[src/rtl/fir_pkg.sv]
`default_nettype none
// ============================================================
// fir_pkg : shared widths, FSM encoding and index helper for fir_seq
// Rev 1.0
// ============================================================
package fir_pkg;

    localparam int DW        = 8;
    localparam int CW        = 8;
    localparam int AW        = 20;
    localparam int NTAPS     = 11;
    localparam int NPAIRS    = 6;
    localparam int OUT_SHIFT = 7;
    localparam int OW        = 16;
    localparam int IDXW      = 4;
    localparam int PW        = DW + 1 + CW;

    typedef enum logic [1:0] {
        S_IDLE = 2'd0,
        S_MAC  = 2'd1,
        S_OUT  = 2'd2
    } state_t;

    // Inputs never exceed 2*NTAPS-1, so a single conditional subtract wraps them.
    function automatic logic [IDXW-1:0] idx_wrap(input logic [IDXW:0] v);
        logic [IDXW:0] w_adj;
        w_adj = v - (IDXW+1)'(NTAPS);
        return (v >= (IDXW+1)'(NTAPS)) ? w_adj[IDXW-1:0] : v[IDXW-1:0];
    endfunction

endpackage
`default_nettype wire

[src/rtl/fir_seq_if.sv]
`default_nettype none
// ============================================================
// fir_seq_if : sample, result, coefficient and control signals of fir_seq
// Rev 1.0
// ============================================================
interface fir_seq_if;
    import fir_pkg::*;

    logic                 in_valid;
    logic signed [DW-1:0] in_data;
    logic                 in_ready;
    logic                 out_valid;
    logic [OW-1:0]        out_data;
    logic                 out_ready;
    logic                 cfg_we;
    logic [2:0]           cfg_addr;
    logic signed [CW-1:0] cfg_data;
    logic                 cfg_err;
    logic                 flush;
    logic                 busy;

    modport slave (
        input  in_valid, in_data, out_ready, cfg_we, cfg_addr, cfg_data, flush,
        output in_ready, out_valid, out_data, cfg_err, busy
    );

    modport master (
        output in_valid, in_data, out_ready, cfg_we, cfg_addr, cfg_data, flush,
        input  in_ready, out_valid, out_data, cfg_err, busy
    );

endinterface
`default_nettype wire

[src/rtl/fir_hist_buf.sv]
`default_nettype none
// ============================================================
// fir_hist_buf : 11-entry circular sample history with two read ports
// Rev 1.0
// ============================================================
module fir_hist_buf
    import fir_pkg::*;
(
    input  logic                 clk,
    input  logic                 rst,
    input  logic                 we,
    input  logic signed [DW-1:0] wdata,
    input  logic                 flush,
    input  logic [IDXW-1:0]      raddr_a,
    input  logic [IDXW-1:0]      raddr_b,
    output logic signed [DW-1:0] rdata_a,
    output logic signed [DW-1:0] rdata_b,
    output logic [IDXW-1:0]      wptr
);

    logic signed [DW-1:0] r_mem [NTAPS];
    logic [IDXW-1:0]      r_wptr;

    always_ff @(posedge clk or posedge rst) begin
        if (rst) begin
            r_wptr <= '0;
            for (int i = 0; i < NTAPS; i++) r_mem[i] <= '0;
        end else if (flush) begin
            r_wptr <= '0;
            for (int i = 0; i < NTAPS; i++) r_mem[i] <= '0;
        end else if (we) begin
            r_mem[r_wptr] <= wdata;
            r_wptr        <= idx_wrap({1'b0, r_wptr} + 5'd1);
        end
    end

    assign rdata_a = r_mem[raddr_a];
    assign rdata_b = r_mem[raddr_b];
    assign wptr    = r_wptr;

endmodule
`default_nettype wire

[src/rtl/fir_seq.sv]
`default_nettype none
// ============================================================
// fir_seq : time-shared symmetric 11-tap FIR (one pre-adder, one MAC)
// Rev 1.0
// ============================================================
module fir_seq
    import fir_pkg::*;
(
    input  logic     clk,
    input  logic     rst,
    fir_seq_if.slave bus
);

    localparam logic [2:0]      C_K_LAST   = 3'(NPAIRS - 1);
    localparam logic [IDXW-1:0] C_IDX_LAST = IDXW'(NTAPS - 1);
    localparam logic [IDXW:0]   C_NTAPS    = (IDXW+1)'(NTAPS);

    state_t               r_state, w_next;
    logic [2:0]           r_k;
    logic signed [AW-1:0] r_acc;
    logic signed [CW-1:0] r_coef [NPAIRS];
    logic [OW-1:0]        r_out_data;
    logic                 r_cfg_err;

    logic                 w_idle, w_accept, w_flush, w_in_ready, w_out_valid, w_busy;
    logic [IDXW-1:0]      w_wptr, w_newest, w_raddr_a, w_raddr_b;
    logic signed [DW-1:0] w_xa, w_xb;
    logic signed [DW:0]   w_pair, w_pre;
    logic signed [CW-1:0] w_coef;
    logic signed [PW-1:0] w_prod;
    logic signed [AW-1:0] w_sum;

    always_ff @(posedge clk or posedge rst) begin
        if (rst) r_state <= S_IDLE;
        else     r_state <= w_next;
    end

    // Flush outranks a sample, so in_ready drops while flush is requested.
    always_comb begin
        w_next      = r_state;
        w_in_ready  = 1'b0;
        w_out_valid = 1'b0;
        w_busy      = 1'b1;
        case (r_state)
            S_IDLE: begin
                w_busy     = 1'b0;
                w_in_ready = !bus.flush;
                if (bus.in_valid && !bus.flush) w_next = S_MAC;
            end
            S_MAC: begin
                if (r_k == C_K_LAST) w_next = S_OUT;
            end
            S_OUT: begin
                w_out_valid = 1'b1;
                if (bus.out_ready) w_next = S_IDLE;
            end
            default: w_next = S_IDLE;
        endcase
    end

    assign w_idle   = (r_state == S_IDLE);
    assign w_accept = bus.in_valid && w_in_ready;
    assign w_flush  = bus.flush && w_idle;

    fir_hist_buf u_hist (
        .clk     (clk),
        .rst     (rst),
        .we      (w_accept),
        .wdata   (bus.in_data),
        .flush   (w_flush),
        .raddr_a (w_raddr_a),
        .raddr_b (w_raddr_b),
        .rdata_a (w_xa),
        .rdata_b (w_xb),
        .wptr    (w_wptr)
    );

    // Port A walks back from the newest sample, port B forward from the oldest.
    assign w_newest  = (w_wptr == '0) ? C_IDX_LAST : w_wptr - 1'b1;
    assign w_raddr_a = idx_wrap({1'b0, w_newest} + C_NTAPS - {2'b00, r_k});
    assign w_raddr_b = idx_wrap({1'b0, w_wptr} + {2'b00, r_k});

    assign w_pair = (r_k == C_K_LAST) ? '0 : {w_xb[DW-1], w_xb};
    assign w_pre  = {w_xa[DW-1], w_xa} + w_pair;
    assign w_coef = r_coef[r_k];
    assign w_prod = PW'(w_pre) * PW'(w_coef);
    assign w_sum  = r_acc + AW'(w_prod);

    always_ff @(posedge clk or posedge rst) begin
        if (rst) begin
            r_k        <= '0;
            r_acc      <= '0;
            r_out_data <= '0;
            r_cfg_err  <= 1'b0;
            for (int i = 0; i < NPAIRS; i++) r_coef[i] <= '0;
        end else begin
            r_cfg_err <= bus.cfg_we && !w_idle;
            if (bus.cfg_we && w_idle && (bus.cfg_addr <= C_K_LAST))
                r_coef[bus.cfg_addr] <= bus.cfg_data;
            if (w_accept) begin
                r_acc <= '0;
                r_k   <= '0;
            end else if (r_state == S_MAC) begin
                r_acc <= w_sum;
                if (r_k == C_K_LAST) begin
                    r_k        <= '0;
                    r_out_data <= {{(OW-(AW-OUT_SHIFT)){w_sum[AW-1]}}, w_sum[AW-1:OUT_SHIFT]};
                end else begin
                    r_k <= r_k + 1'b1;
                end
            end
        end
    end

    assign bus.in_ready  = w_in_ready;
    assign bus.out_valid = w_out_valid;
    assign bus.out_data  = r_out_data;
    assign bus.cfg_err   = r_cfg_err;
    assign bus.busy      = w_busy;

endmodule
`default_nettype wire

[src/flat_wrapper.sv]
// flat-port wrapper written by rule: the top's interface ports become plain ports
module fir_seq_flat import fir_pkg::*;
  (clk, rst, bus_in_valid, bus_in_data, bus_out_ready, bus_cfg_we, bus_cfg_addr, bus_cfg_data, bus_flush, bus_in_ready, bus_out_valid, bus_out_data, bus_cfg_err, bus_busy);
  fir_seq_if bus_i ();
  input  logic clk;
  input  logic rst;
  input wire logic [$bits(bus_i.in_valid)-1:0] bus_in_valid;
  input wire logic [$bits(bus_i.in_data)-1:0] bus_in_data;
  input wire logic [$bits(bus_i.out_ready)-1:0] bus_out_ready;
  input wire logic [$bits(bus_i.cfg_we)-1:0] bus_cfg_we;
  input wire logic [$bits(bus_i.cfg_addr)-1:0] bus_cfg_addr;
  input wire logic [$bits(bus_i.cfg_data)-1:0] bus_cfg_data;
  input wire logic [$bits(bus_i.flush)-1:0] bus_flush;
  output wire logic [$bits(bus_i.in_ready)-1:0] bus_in_ready;
  output wire logic [$bits(bus_i.out_valid)-1:0] bus_out_valid;
  output wire logic [$bits(bus_i.out_data)-1:0] bus_out_data;
  output wire logic [$bits(bus_i.cfg_err)-1:0] bus_cfg_err;
  output wire logic [$bits(bus_i.busy)-1:0] bus_busy;
  assign bus_i.in_valid = bus_in_valid;
  assign bus_i.in_data = bus_in_data;
  assign bus_i.out_ready = bus_out_ready;
  assign bus_i.cfg_we = bus_cfg_we;
  assign bus_i.cfg_addr = bus_cfg_addr;
  assign bus_i.cfg_data = bus_cfg_data;
  assign bus_i.flush = bus_flush;
  assign bus_in_ready = bus_i.in_ready;
  assign bus_out_valid = bus_i.out_valid;
  assign bus_out_data = bus_i.out_data;
  assign bus_cfg_err = bus_i.cfg_err;
  assign bus_busy = bus_i.busy;
  fir_seq u_core (.clk(clk), .rst(rst), .bus(bus_i));
endmodule
[config.mk]
export PLATFORM = sky130hd
export DESIGN_NAME = fir_seq_flat
export DESIGN_NICKNAME = d
export VERILOG_FILES = /design/src/rtl/fir_pkg.sv /design/src/rtl/fir_seq_if.sv /design/src/rtl/fir_hist_buf.sv /design/src/rtl/fir_seq.sv /design/src/flat_wrapper.sv
export SDC_FILE = /design/constraint.sdc
export NUM_CORES = 1
export LEC_CHECK = 0
export BUFFER_PORTS_ARGS = -buffer_cell sky130_fd_sc_hd__buf_2
export CAP_MARGIN = 5
export CORE_UTILIZATION = 24
export CTS_CLUSTER_SIZE = 14
export DETAILED_ROUTE_END_ITERATION = 10
export PLACE_DENSITY = 0.45
export SLEW_MARGIN = 20
export SYNTH_ARGS = -nofsm -noshare
export SYNTH_HDL_FRONTEND = slang
export SYNTH_HIERARCHICAL = 1
export SYNTH_SLANG_ARGS = --single-unit
[constraint.sdc]
create_clock -name clk -period 17.5 [get_ports clk]
set_input_delay 0.875 -clock clk [delete_from_list [all_inputs] [get_ports clk]]
set_output_delay 0.875 -clock clk [all_outputs]
set_load 0.02 [all_outputs]
Word-level counts from Yosys, hierarchy flattened
Cells that the tools add are included.
Storage, ports and cells
  bits in latches: 0
  bits of input ports: 25
  output and inout port bits: 20
  register bits after elaboration: 179
  memory bits (read-only): 0
  memory bits (writable): 0
  word-level logic and storage cells: 110
  memories kept: 0
Operators by class
  reductions and logical operators: 16
  div/mod/pow operators: 0
  magnitude comparators: 11
  shifts and indexed selects: 0
  multiplexer cells: 36
  $add $sub $neg: 11
  bitwise logic cells: 6
  $mul: 1
  equal/unequal tests: 6
Operator list (number)
  2-to-1 mux 88 bit: 2
  bitwise mux 88 bit: 1
  binary-select mux 8 bit (select 4 bit): 2
  2-to-1 mux 8 bit: 8
  bitwise mux 48 bit: 1
  2-to-1 mux 20 bit: 2
  demux 8 bit (select 4 bit): 1
  binary-select mux 8 bit (select 3 bit): 1
  demux 8 bit (select 3 bit): 1
  2-to-1 mux 4 bit: 6
  adder 20 x 17 -> 20 bit: 1
  multiplier 9 x 8 -> 17 bit: 1
  greater-or-equal comparator 5 x 4 -> 1 bit, second input constant: 3
  greater-or-equal comparator 5 bit, second input constant: 3
  NOT 4 -> 5 bit: 3
  subtractor 4 bit, second input constant: 3
  adder 9 bit: 1
  2-to-1 mux 3 bit: 3
  2-to-1 mux 9 bit: 1
  greater-or-equal comparator 4 bit, second input constant: 2
  logical AND 1 bit: 8
  NOT 3 -> 4 bit: 2
  2-to-1 mux 2 bit: 3
  one-hot mux 2 bit (3 select lines): 1
  21 further kinds: 27

Depth between registers and ports, before layout
Gate-level depths: netlist of run 1.
  depth in word-level cells: 15
  gate-level depth with buffers: 44
  depth with buffers taken out: 41

Modules after synthesis
The synthesis of run 1 kept the hierarchy.
Modules (own cells, without submodules)
  fir_seq: times used 1, cells each 809, seq. area each 2177.1 µm², area each 8393.0 µm²
  fir_hist_buf: times used 1, cells each 583, seq. area each 2302.2 µm², area each 5492.8 µm²

Worst setup path after synthesis of run 1
No wires, ideal clock.
  path type: register -> register
  start point: reg u_core.u_hist.r_wptr[1], in the netlist u_core/u_hist/wptr[1]
  end point: reg, netlist name u_core/bus.out_data[12]
  cell stages (with the launch flop): 39
  setup time: 0.125 ns
  required time: 17.375 ns
  arrival: 9.570 ns
  period minus slack after synthesis: 9.695 ns
  path slack: 7.805 ns
  cell sequence: dfrtp_1 -> inv_1 -> ha_1 -> nor3b_1 -> nor2_1 -> ha_1 -> ha_1 -> inv_1 -> fa_1 -> a21boi_0 -> nor2b_1 -> o21ai_0 -> mux2_2 -> buf_2 -> mux4_2 -> a22oi_1 -> nand2_1 -> ha_1 -> [3 not listed] -> o21bai_2 -> a211o_1 -> nand2_1 -> and2_1 -> fa_1 -> fa_1 -> fa_1 -> inv_1 -> fa_1 -> inv_1 -> ha_1 -> ha_1 -> and4_1 -> a21boi_0 -> o31ai_1 -> o211ai_1 -> xnor2_1 -> mux2_2
On the way
  word-level cells in the longest chain between the ends: 13
  elaborated cells on any way between the ends: 24
  classes of those cells: add/sub (8); mul (1); order compare (2); mux (10); bitwise (2); reduce/logical (1)
RTL lines
  from (decl): RTL line fir_hist_buf.sv:22  | logic [IDXW-1:0] r_wptr;
  from (signal assigned): RTL line fir_hist_buf.sv:33  | r_wptr <= idx_wrap({1'b0, r_wptr} + 5'd1);
  subtractor 4 x 1 -> 4 bit / zero test 4 bit (equally long branches): RTL line fir_seq.sv:79  | assign w_newest = (w_wptr == '0) ? C_IDX_LAST : w_wptr - 1'b1;
  2-to-1 mux 4 bit (*): RTL line fir_seq.sv:79
  adder 4 x 4 -> 5 bit (*): RTL line fir_seq.sv:80  | assign w_raddr_a = idx_wrap({1'b0, w_newest} + C_NTAPS - {2'b00, r_k});
  subtractor 5 x 3 -> 5 bit (*): RTL line fir_seq.sv:80
  subtractor 4 bit / greater-or-equal comparator 5 x 4 -> 1 bit (equally long branches): RTL line fir_pkg.sv:27, fir_pkg.sv:28
  2-to-1 mux 4 bit (*): RTL line fir_pkg.sv:28  | return (v >= (IDXW+1)'(NTAPS)) ? w_adj[IDXW-1:0] : v[IDXW-1:0];
  net u_core.w_raddr_a[1]: RTL line fir_seq.sv:26  | logic [IDXW-1:0] w_wptr, w_newest, w_raddr_a, w_raddr_b;
  NOT 4 -> 5 bit (implied by the code) (*): RTL line fir_hist_buf.sv:37  | assign rdata_a = r_mem[raddr_a];
  binary-select mux 8 bit (select 4 bit) (*): RTL line fir_hist_buf.sv:37
  2-to-1 mux 8 bit (implied by the code) (*) (2 in a row): RTL line fir_hist_buf.sv:37
  net u_core.w_xa[0]: RTL line fir_seq.sv:27  | logic signed [DW-1:0] w_xa, w_xb;
  adder 9 bit (*): RTL line fir_seq.sv:84  | assign w_pre = {w_xa[DW-1], w_xa} + w_pair;
  multiplier 9 x 8 -> 17 bit (*): RTL line fir_seq.sv:86  | assign w_prod = PW'(w_pre) * PW'(w_coef);
  adder 20 x 17 -> 20 bit (*): RTL line fir_seq.sv:87  | assign w_sum = r_acc + AW'(w_prod);
The timed path passes the listed nets; every way through them passes the cells marked *. The select of a mux whose other input is x is not followed.
A chain may end at the register's enable or synchronous reset.

Final worst setup path of run 1
  start point: reg u_core.u_hist.r_wptr[3], in the netlist u_core/u_hist/wptr[3]
  end point: reg u_core.r_out_data[9], in the netlist u_core/bus.out_data[9]
On the way
  word-level cells in the longest chain between the ends: 13
  elaborated cells on any way between the ends: 24
  classes of those cells: add/sub (8); mul (1); order compare (2); mux (10); bitwise (2); reduce/logical (1)
RTL lines
  subtractor 4 x 1 -> 4 bit / zero test 4 bit (equally long branches): RTL line fir_seq.sv:79
  2-to-1 mux 4 bit (*): RTL line fir_seq.sv:79
  adder 4 x 4 -> 5 bit (*): RTL line fir_seq.sv:80
  subtractor 5 x 3 -> 5 bit (*): RTL line fir_seq.sv:80
  greater-or-equal comparator 5 x 4 -> 1 bit / subtractor 4 bit (equally long branches): RTL line fir_pkg.sv:28, fir_pkg.sv:27
  2-to-1 mux 4 bit (*): RTL line fir_pkg.sv:28
  net u_core.w_raddr_a[1]: RTL line fir_seq.sv:26
  NOT 4 -> 5 bit (implied by the code) (*): RTL line fir_hist_buf.sv:37
  binary-select mux 8 bit (select 4 bit) (*): RTL line fir_hist_buf.sv:37
  2-to-1 mux 8 bit (implied by the code) (*) (2 in a row): RTL line fir_hist_buf.sv:37
  net u_core.w_xa[0]: RTL line fir_seq.sv:27
  adder 9 bit (*): RTL line fir_seq.sv:84
  multiplier 9 x 8 -> 17 bit (*): RTL line fir_seq.sv:86
  adder 20 x 17 -> 20 bit (*): RTL line fir_seq.sv:87
  to (signal assigned): RTL line fir_seq.sv:107  | r_out_data <= {{(OW-(AW-OUT_SHIFT)){w_sum[AW-1]}}, w_sum[AW-1:OUT_SHIFT]};
  to (decl): RTL line fir_seq.sv:22  | logic [OW-1:0] r_out_data;
Marks and branches as above.

==> impl_results.md, run 1 <==
* Grt total ovfl at 0
* Hold WC Path Type: input port to async pin
* Crit. End Element: register
* Distinct cells, synth at 76
* DRC Markers at 0
* Worst skew pair latency at 0.46 ns
* Post-CTS Hold Buffers at 0
* Actual slew at the worst max-slew pin at 1.06 ns
* CORE AREA at 56,800 um^2
* Critical Path Fanout Max at 25
* Longest Clk Path Bufs at 2
* ANT cells at 0
* I/O pin count at 45
* Global-route wire length before repair at 59.9 mm
* Die X at 243 um
* Top Usage Layer GRT: met2
* H-tree depth at 4
* Post-synth top area share at 32.3%
* Async S/R FF share, synth at 100%
* CTS tree: yes
* Die outline height at 243 um
* Largest net degree at the start of global routing at 94
* Commonest cells post-synth: nand2_1, dfrtp_1, inv_1
* Crit Path Class: register to register
* Total Routing Usage GR at 13.1%
* Antenna violations before repair at 0
* Area leader, netlist: dfrtp_1
* Final Critical Period at 11.06 ns
* Setup TNS at 0 ns
* Vias post-DR at 9,921
* Worst Path Required at 17.84 ns
* Total Nets Final at 1,586
* Grt met3 use at 2.22%
* Remaining antenna violation count after routing at 0
* Largest cells by area after synthesis: dfrtp_1, fa_1, nand2_1, ha_1, mux4_2
* Max Freq at 90.4 MHz
* Post-DP HPWL at 26.9 mm
* CP max-delay cell: dfrtp_1
* Startpoint types: register
* Delay-heaviest family, CP: adder cells
* Run status: finished, final reports clean
* Clock sink count at 179
* CP Data Arrival Time at 11.41 ns
* Clk_skew at 0.00937 ns
* Vias in the first global route at 10,321
* RSZ-0062 raised after global routing: no
* Warnings from Yosys at 6
* Num rows at 87
* Post-CTS sizing at 0
* Max-Cap Viols at 0
* Post-synthesis net count at 1,582
* Initial drt markers at 621
* Fin. Hold Viols at 0
* Register area share after synthesis at 32.3%
* Clk root buf: clkbuf_16
* Port buffer count at 44
* Post-synth EDFFs at 0
* Final worst-path cycle share at 63.2%
* Synth Instances at 1,392
* Syn Std Cell Area at 13,900 um^2
* Most frequent cell after synthesis: nand2_1
* Fraction of final layout cells sized beyond drive strength 1 at 14.8%
* Routability cong. at 0.821
* First-pass DRT Iterations at 5
* Starting Density at 24.4%
* Global-route track usage on met1 at 17.6%
* Worst-path clk slew at 0.07 ns
* CP dominant cell by count: fa_1
* CP max stage delay at 0.85 ns
* Area growth syn-to-layout at 10.6%
* Met2 Use GR at 21.9%
* Post-CTS setup buffer count at 0
* Post-Route WL at 37.2 mm
* Yosys reg bits at 179
* Synthesized area per cell at 9.98 um^2
* CTS buffer count at 17
* Worst slew margin at 29.4%
* Routed WL per cell at 17.2 um
* Ys flop type: dfrtp_1
* Mean number of vias per cell at 4.58
* CP Buf/Inv Count at 1
* Final Setup Violations at 0
* Die area at 58,800 um^2
* Final slew viol count at 0
[stage by stage]
stage          util [%]  cells  instance area (um^2)  setup slack [ns]  hold WS, ns
6_report           27.0   2164                 15400              6.44        0.452
3_3_place_gp       26.0   2133                 14800              6.56        0.456
3_5_place_dp       26.0   2133                 14800              6.40        0.465
4_1_cts            27.0   2164                 15400              6.35        0.447
5_1_grt            27.0   2164                 15400              5.62        0.473
2_1_floorplan         -   1392                 13900              7.80        0.450
[layout by cell type, fill, tap and decap left out, types with 5 or more instances in the layout]
cell / Yosys / routed
o21ai_0: 23 / 23
nand3_1: 19 / 19
dfrtp_1: 179 / 179
a21oi_1: 99 / 98
a21o_1: 10 / 10
xnor2_1: 21 / 21
mux2i_1: 43 / 43
xor2_1: 15 / 14
buf_2: 15 / 44
a22o_1: 12 / 12
ha_1: 73 / 73
mux2_2: 54 / 54
o2bb2ai_1: 15 / 15
nand2b_1: 14 / 14
a21oi_2: 7 / 8
nor2b_1: 27 / 27
nor3_1: 8 / 8
nor2_1: 87 / 86
and2_1: 19 / 18
mux4_2: 39 / 39
fa_1: 92 / 92
a22oi_1: 15 / 15
o21ai_1: 5 / 5
inv_1: 120 / 118
nand2_1: 245 / 245
clkbuf_16: 0 / 17
buf_4: 13 / 14
[layout make-up]
| type | instances | area, um^2 |
|---|---|---|
| Clock buffer | 21 | 450 |
| Clock inverter | 10 | 125 |
| Fill cell | 6104 | 41500 |
| Inverter | 121 | 457 |
| Multi-Input combinational cell | 1019 | 8570 |
| Sequential cell | 179 | 4480 |
| Tap cell | 756 | 946 |
| Timing Repair Buffer | 58 | 325 |
[metal layers]
metal | share of wire, % | wire length [um] | up-vias
met5 | 0 | 0 | -
met3 | 3.1 | 1160 | 25
met2 | 48 | 17900 | 128
li1 | - | - | 4694
met4 | 1.1 | 412 | 0
met1 | 48 | 17700 | 5074
[flip-flops by register name, indices dropped and copies added (netlist names)]
name,count
u_core/u_hist/r_mem,88
u_core/r_coef,48
u_core/r_acc,20
u_core/bus.out_data,13
u_core/u_hist/wptr,4
u_core/r_k,3
u_core/r_state,2
u_core/bus.cfg_err,1
[worst paths after layout]
path                                   startpoint                       to  slack, ns  depth (start not counted)
max                         u_core/u_hist/wptr[3]   u_core/bus.out_data[9]       6.44                         31
min                                           rst  u_core/u_hist/r_mem[16]       0.45                          2
max reg2reg                 u_core/u_hist/wptr[3]   u_core/bus.out_data[9]       6.44                         31
min reg2reg                u_core/bus.out_data[6]   u_core/bus.out_data[6]       0.47                          2
max in group asynchronous                     rst  u_core/u_hist/r_mem[71]      15.76                          3
min in group clk           u_core/bus.out_data[6]   u_core/bus.out_data[6]       0.47                          2
[kinds of logic (layout without fill, tap and decap cells)]
| group | count (synthesis) | after routing | synth area share [%] |
|---|---|---|---|
| simple gates | 448 | 448 | 14.4 |
| compound gates | 232 | 232 | 11.0 |
| buf+inv | 194 | 210 | 6.12 |
| flops | 179 | 179 | 32.3 |
| fa+ha+maj | 165 | 165 | 19.8 |
| mux | 138 | 138 | 14.1 |
| xor+xnor | 36 | 36 | 2.27 |
Power of run 1 is not shown: default switching activity piles up to over one toggle a cycle in this logic, so the estimate is an artifact.
==> run 2, diff against run 1 <==
--- a/config.mk
+++ b/config.mk
@@ -10,7 +10,7 @@
 export CORE_UTILIZATION = 24
 export CTS_CLUSTER_SIZE = 14
 export DETAILED_ROUTE_END_ITERATION = 10
-export PLACE_DENSITY = 0.45
+export PLACE_DENSITY = 0.46
 export SLEW_MARGIN = 20
 export SYNTH_ARGS = -nofsm -noshare
 export SYNTH_HDL_FRONTEND = slang
==> constraint.sdc (replaced) <==
create_clock -name clk -period 10.1 [get_ports clk]
set_input_delay 0.505 -clock clk [delete_from_list [all_inputs] [get_ports clk]]
set_output_delay 0.505 -clock clk [all_outputs]
set_load 0.02 [all_outputs]
==> run 2 against run 1 <==
Against the previous run:
- sequential cell count did not move
- die area unchanged
- global-route usage decreased by 0.25 points
- clock skew is 0.0015 ns higher
- core utilization up 0.49 points
- worst setup slack lost 5.9 ns
- worst hold slack lost 0.39 ns
- fmax grew 16%
- sequential share of layout area is 0.52 points lower
- via count is 0.93% higher
- wire length decreased by 3.0%
- first-iteration DRC count rose by 7.4%
==> impl_results.md, run 2 (same netlist as run 1, synthesis figures left out) <==
* Global-route wire length before repair at 59.6 mm (-0.59%)
* Run status: finished, final reports clean
* Die area at 58,800 um^2 (unchanged)
* Worst-path clk slew at 0.08 ns (about the same)
* Crit. End Element: register
* Post-Layout Cell Count at 2,186 (+1.0%)
* Clk_skew at 0.0108 ns (+0.00146 ns)
* Actual slew at the worst max-slew pin at 1.10 ns (+0.0402 ns)
* Remaining antenna violation count after routing at 0 (unchanged)
* Most common cell after layout, fill and taps aside: nand2_1
* Largest register FFs at 88 (unchanged)
* Total Routing Usage GR at 12.9% (-0.25 points)
* Die X at 243 um (unchanged)
* Fill count at 6,047 (-0.93%)
* Post-Route WL at 36.0 mm (-3.0%)
* Port buffer count at 44 (unchanged)
* Antenna violations before repair at 0 (unchanged)
* CTS buffer count at 17 (unchanged)
* Final Critical Period at 9.55 ns (-1.52 ns)
* CP dominant cell by count: fa_1
* Storage cell area at 4480 um^2 (unchanged)
* Crit Path Class: register to register
* H-tree depth at 4 (unchanged)
* Clock sink count at 179 (unchanged)
* Initial drt markers at 667 (+7.4%)
* Routability cong. at 0.802 (-2.3%)
* Routed WL per cell at 16.5 um (-4.0%)
* Longest Clk Path Bufs at 2 (unchanged)
* Largest net degree at the start of global routing at 95 (+1.1%)
* ANT cells at 0 (unchanged)
* First-pass DRT Iterations at 5 (unchanged)
* Starting Density at 24.4% (unchanged)
* Area after DPL at 14,900 um^2 (+1.2%)
* Fin. Hold Viols at 0 (unchanged)
* CORE AREA at 56,800 um^2 (unchanged)
* Die outline height at 243 um (unchanged)
* Vias in the first global route at 10,429 (+1.0%)
* Grt total ovfl at 0 (unchanged)
* Area growth syn-to-layout at 12.6%
* Final Setup Violations at 0 (unchanged)
* Post-DP HPWL at 27.5 mm (+2.6%)
* Post-route cell area at 15,600 um^2 (+1.8%)
* Hold WC Path Type: input port to async pin
* Final slew viol count at 0 (unchanged)
* CP max stage delay at 0.54 ns (-0.31 ns)
* Max-Cap Viols at 0 (unchanged)
* I/O pin count at 45 (unchanged)
* Startpoint types: register
* Mean number of vias per cell at 4.58 (about the same)
* Worst Path Required at 10.45 ns (-7.39 ns)
* Total Nets Final at 1,607 (+1.3%)
* Num rows at 87 (unchanged)
* RSZ-0062 raised after global routing: no
* Clk root buf: clkbuf_16
* Most frequent cells in the layout: nand2_1, dfrtp_1, inv_1, a21oi_1, fa_1
* Critical Path Fanout Max at 12 (-52%)
* Worst slew margin at 26.7% (-2.7 points)
* Biggest register: u_core/u_hist/r_mem
* Final worst-path cycle share at 94.5% (+31 points)
* DRC Markers at 0 (unchanged)
* Vias post-DR at 10,013 (+0.93%)
* Post-CTS setup buffer count at 0 (unchanged)
* Dpl cells at 2,154 (+0.98%)
* Fraction of final layout cells sized beyond drive strength 1 at 17.7% (+2.8 points)
* Max Freq at 105 MHz (+16%)
* CP max-delay cell: fa_1
* CTS tree: yes
* CP Data Arrival Time at 9.90 ns (-1.51 ns)
* Biggest regs: u_core/u_hist/r_mem (88), u_core/r_coef (48), u_core/r_acc (20)
* Worst skew pair latency at 0.46 ns (about the same)
* Multi-input gate area at 8670 um^2 (+1.1%)
* Post-CTS Hold Buffers at 0 (unchanged)
==> run 2: layout make-up <==
class | count | share of cell area, %
multi-input combinational | 1019 | 55.4
clock inverter | 15 | 1.04
clock buffer | 17 | 2.72
sequential | 179 | 28.6
tap | 756 | 6.05
inverter | 121 | 2.92
timing repair buffer | 79 | 3.17
==> run 2: repair_timing <==
action                     CTS  global route
setup endpoints to repair    3            20
cloned                       0             0
pin swaps                    0             2
resized for setup            2            23
==> run 2: final timing paths <==
check                                             from                      end  slack, ns  cells past startpoint
worst max-delay path             u_core/u_hist/wptr[0]   u_core/bus.out_data[8]       0.55                     39
worst min-delay path                               rst          u_core/r_acc[5]       0.06                      2
worst max register to register   u_core/u_hist/wptr[0]   u_core/bus.out_data[8]       0.55                     39
worst min register to register  u_core/bus.out_data[2]   u_core/bus.out_data[2]       0.48                      2
max in group asynchronous                          rst  u_core/u_hist/r_mem[84]       8.79                      3
min in group clk                         bus_out_ready        u_core/r_state[1]       0.23                      2
==> run 2: metrics by stage <==
step / hold WS (ns) / setup TNS [ns] / worst slack [ns] / utilization [%]
after floorplan: 0.450 / 0 / 0.405 / -
after global placement: 0.461 / 0 / 0.129 / 26.3
after detailed placement: 0.466 / -0.0477 / -0.0309 / 26.3
after CTS: 0.0586 / 0 / 0.0590 / 27.3
after global routing: 0.0809 / 0 / 0.0148 / 27.5
final: 0.0592 / 0 / 0.555 / 27.5
==> run 2: worst max-delay path: cells and delay by family (launching register included) <==
family          cells  cell delay, ns
compound gates     10            2.09
xor+xnor            2            0.34
fa+ha+maj          11            4.15
buf+inv             8            0.79
flops               1            0.38
mux                 2            0.80
simple gates        6            0.88
==> run 2: routing by layer <==
layer	share of wire [%]	global-route usage, %
met2	48	21.2
met5	0	0
met4	0.74	2.49
met3	2.6	2.09
met1	48	17.7
Power of run 2 is left out for the same reason.
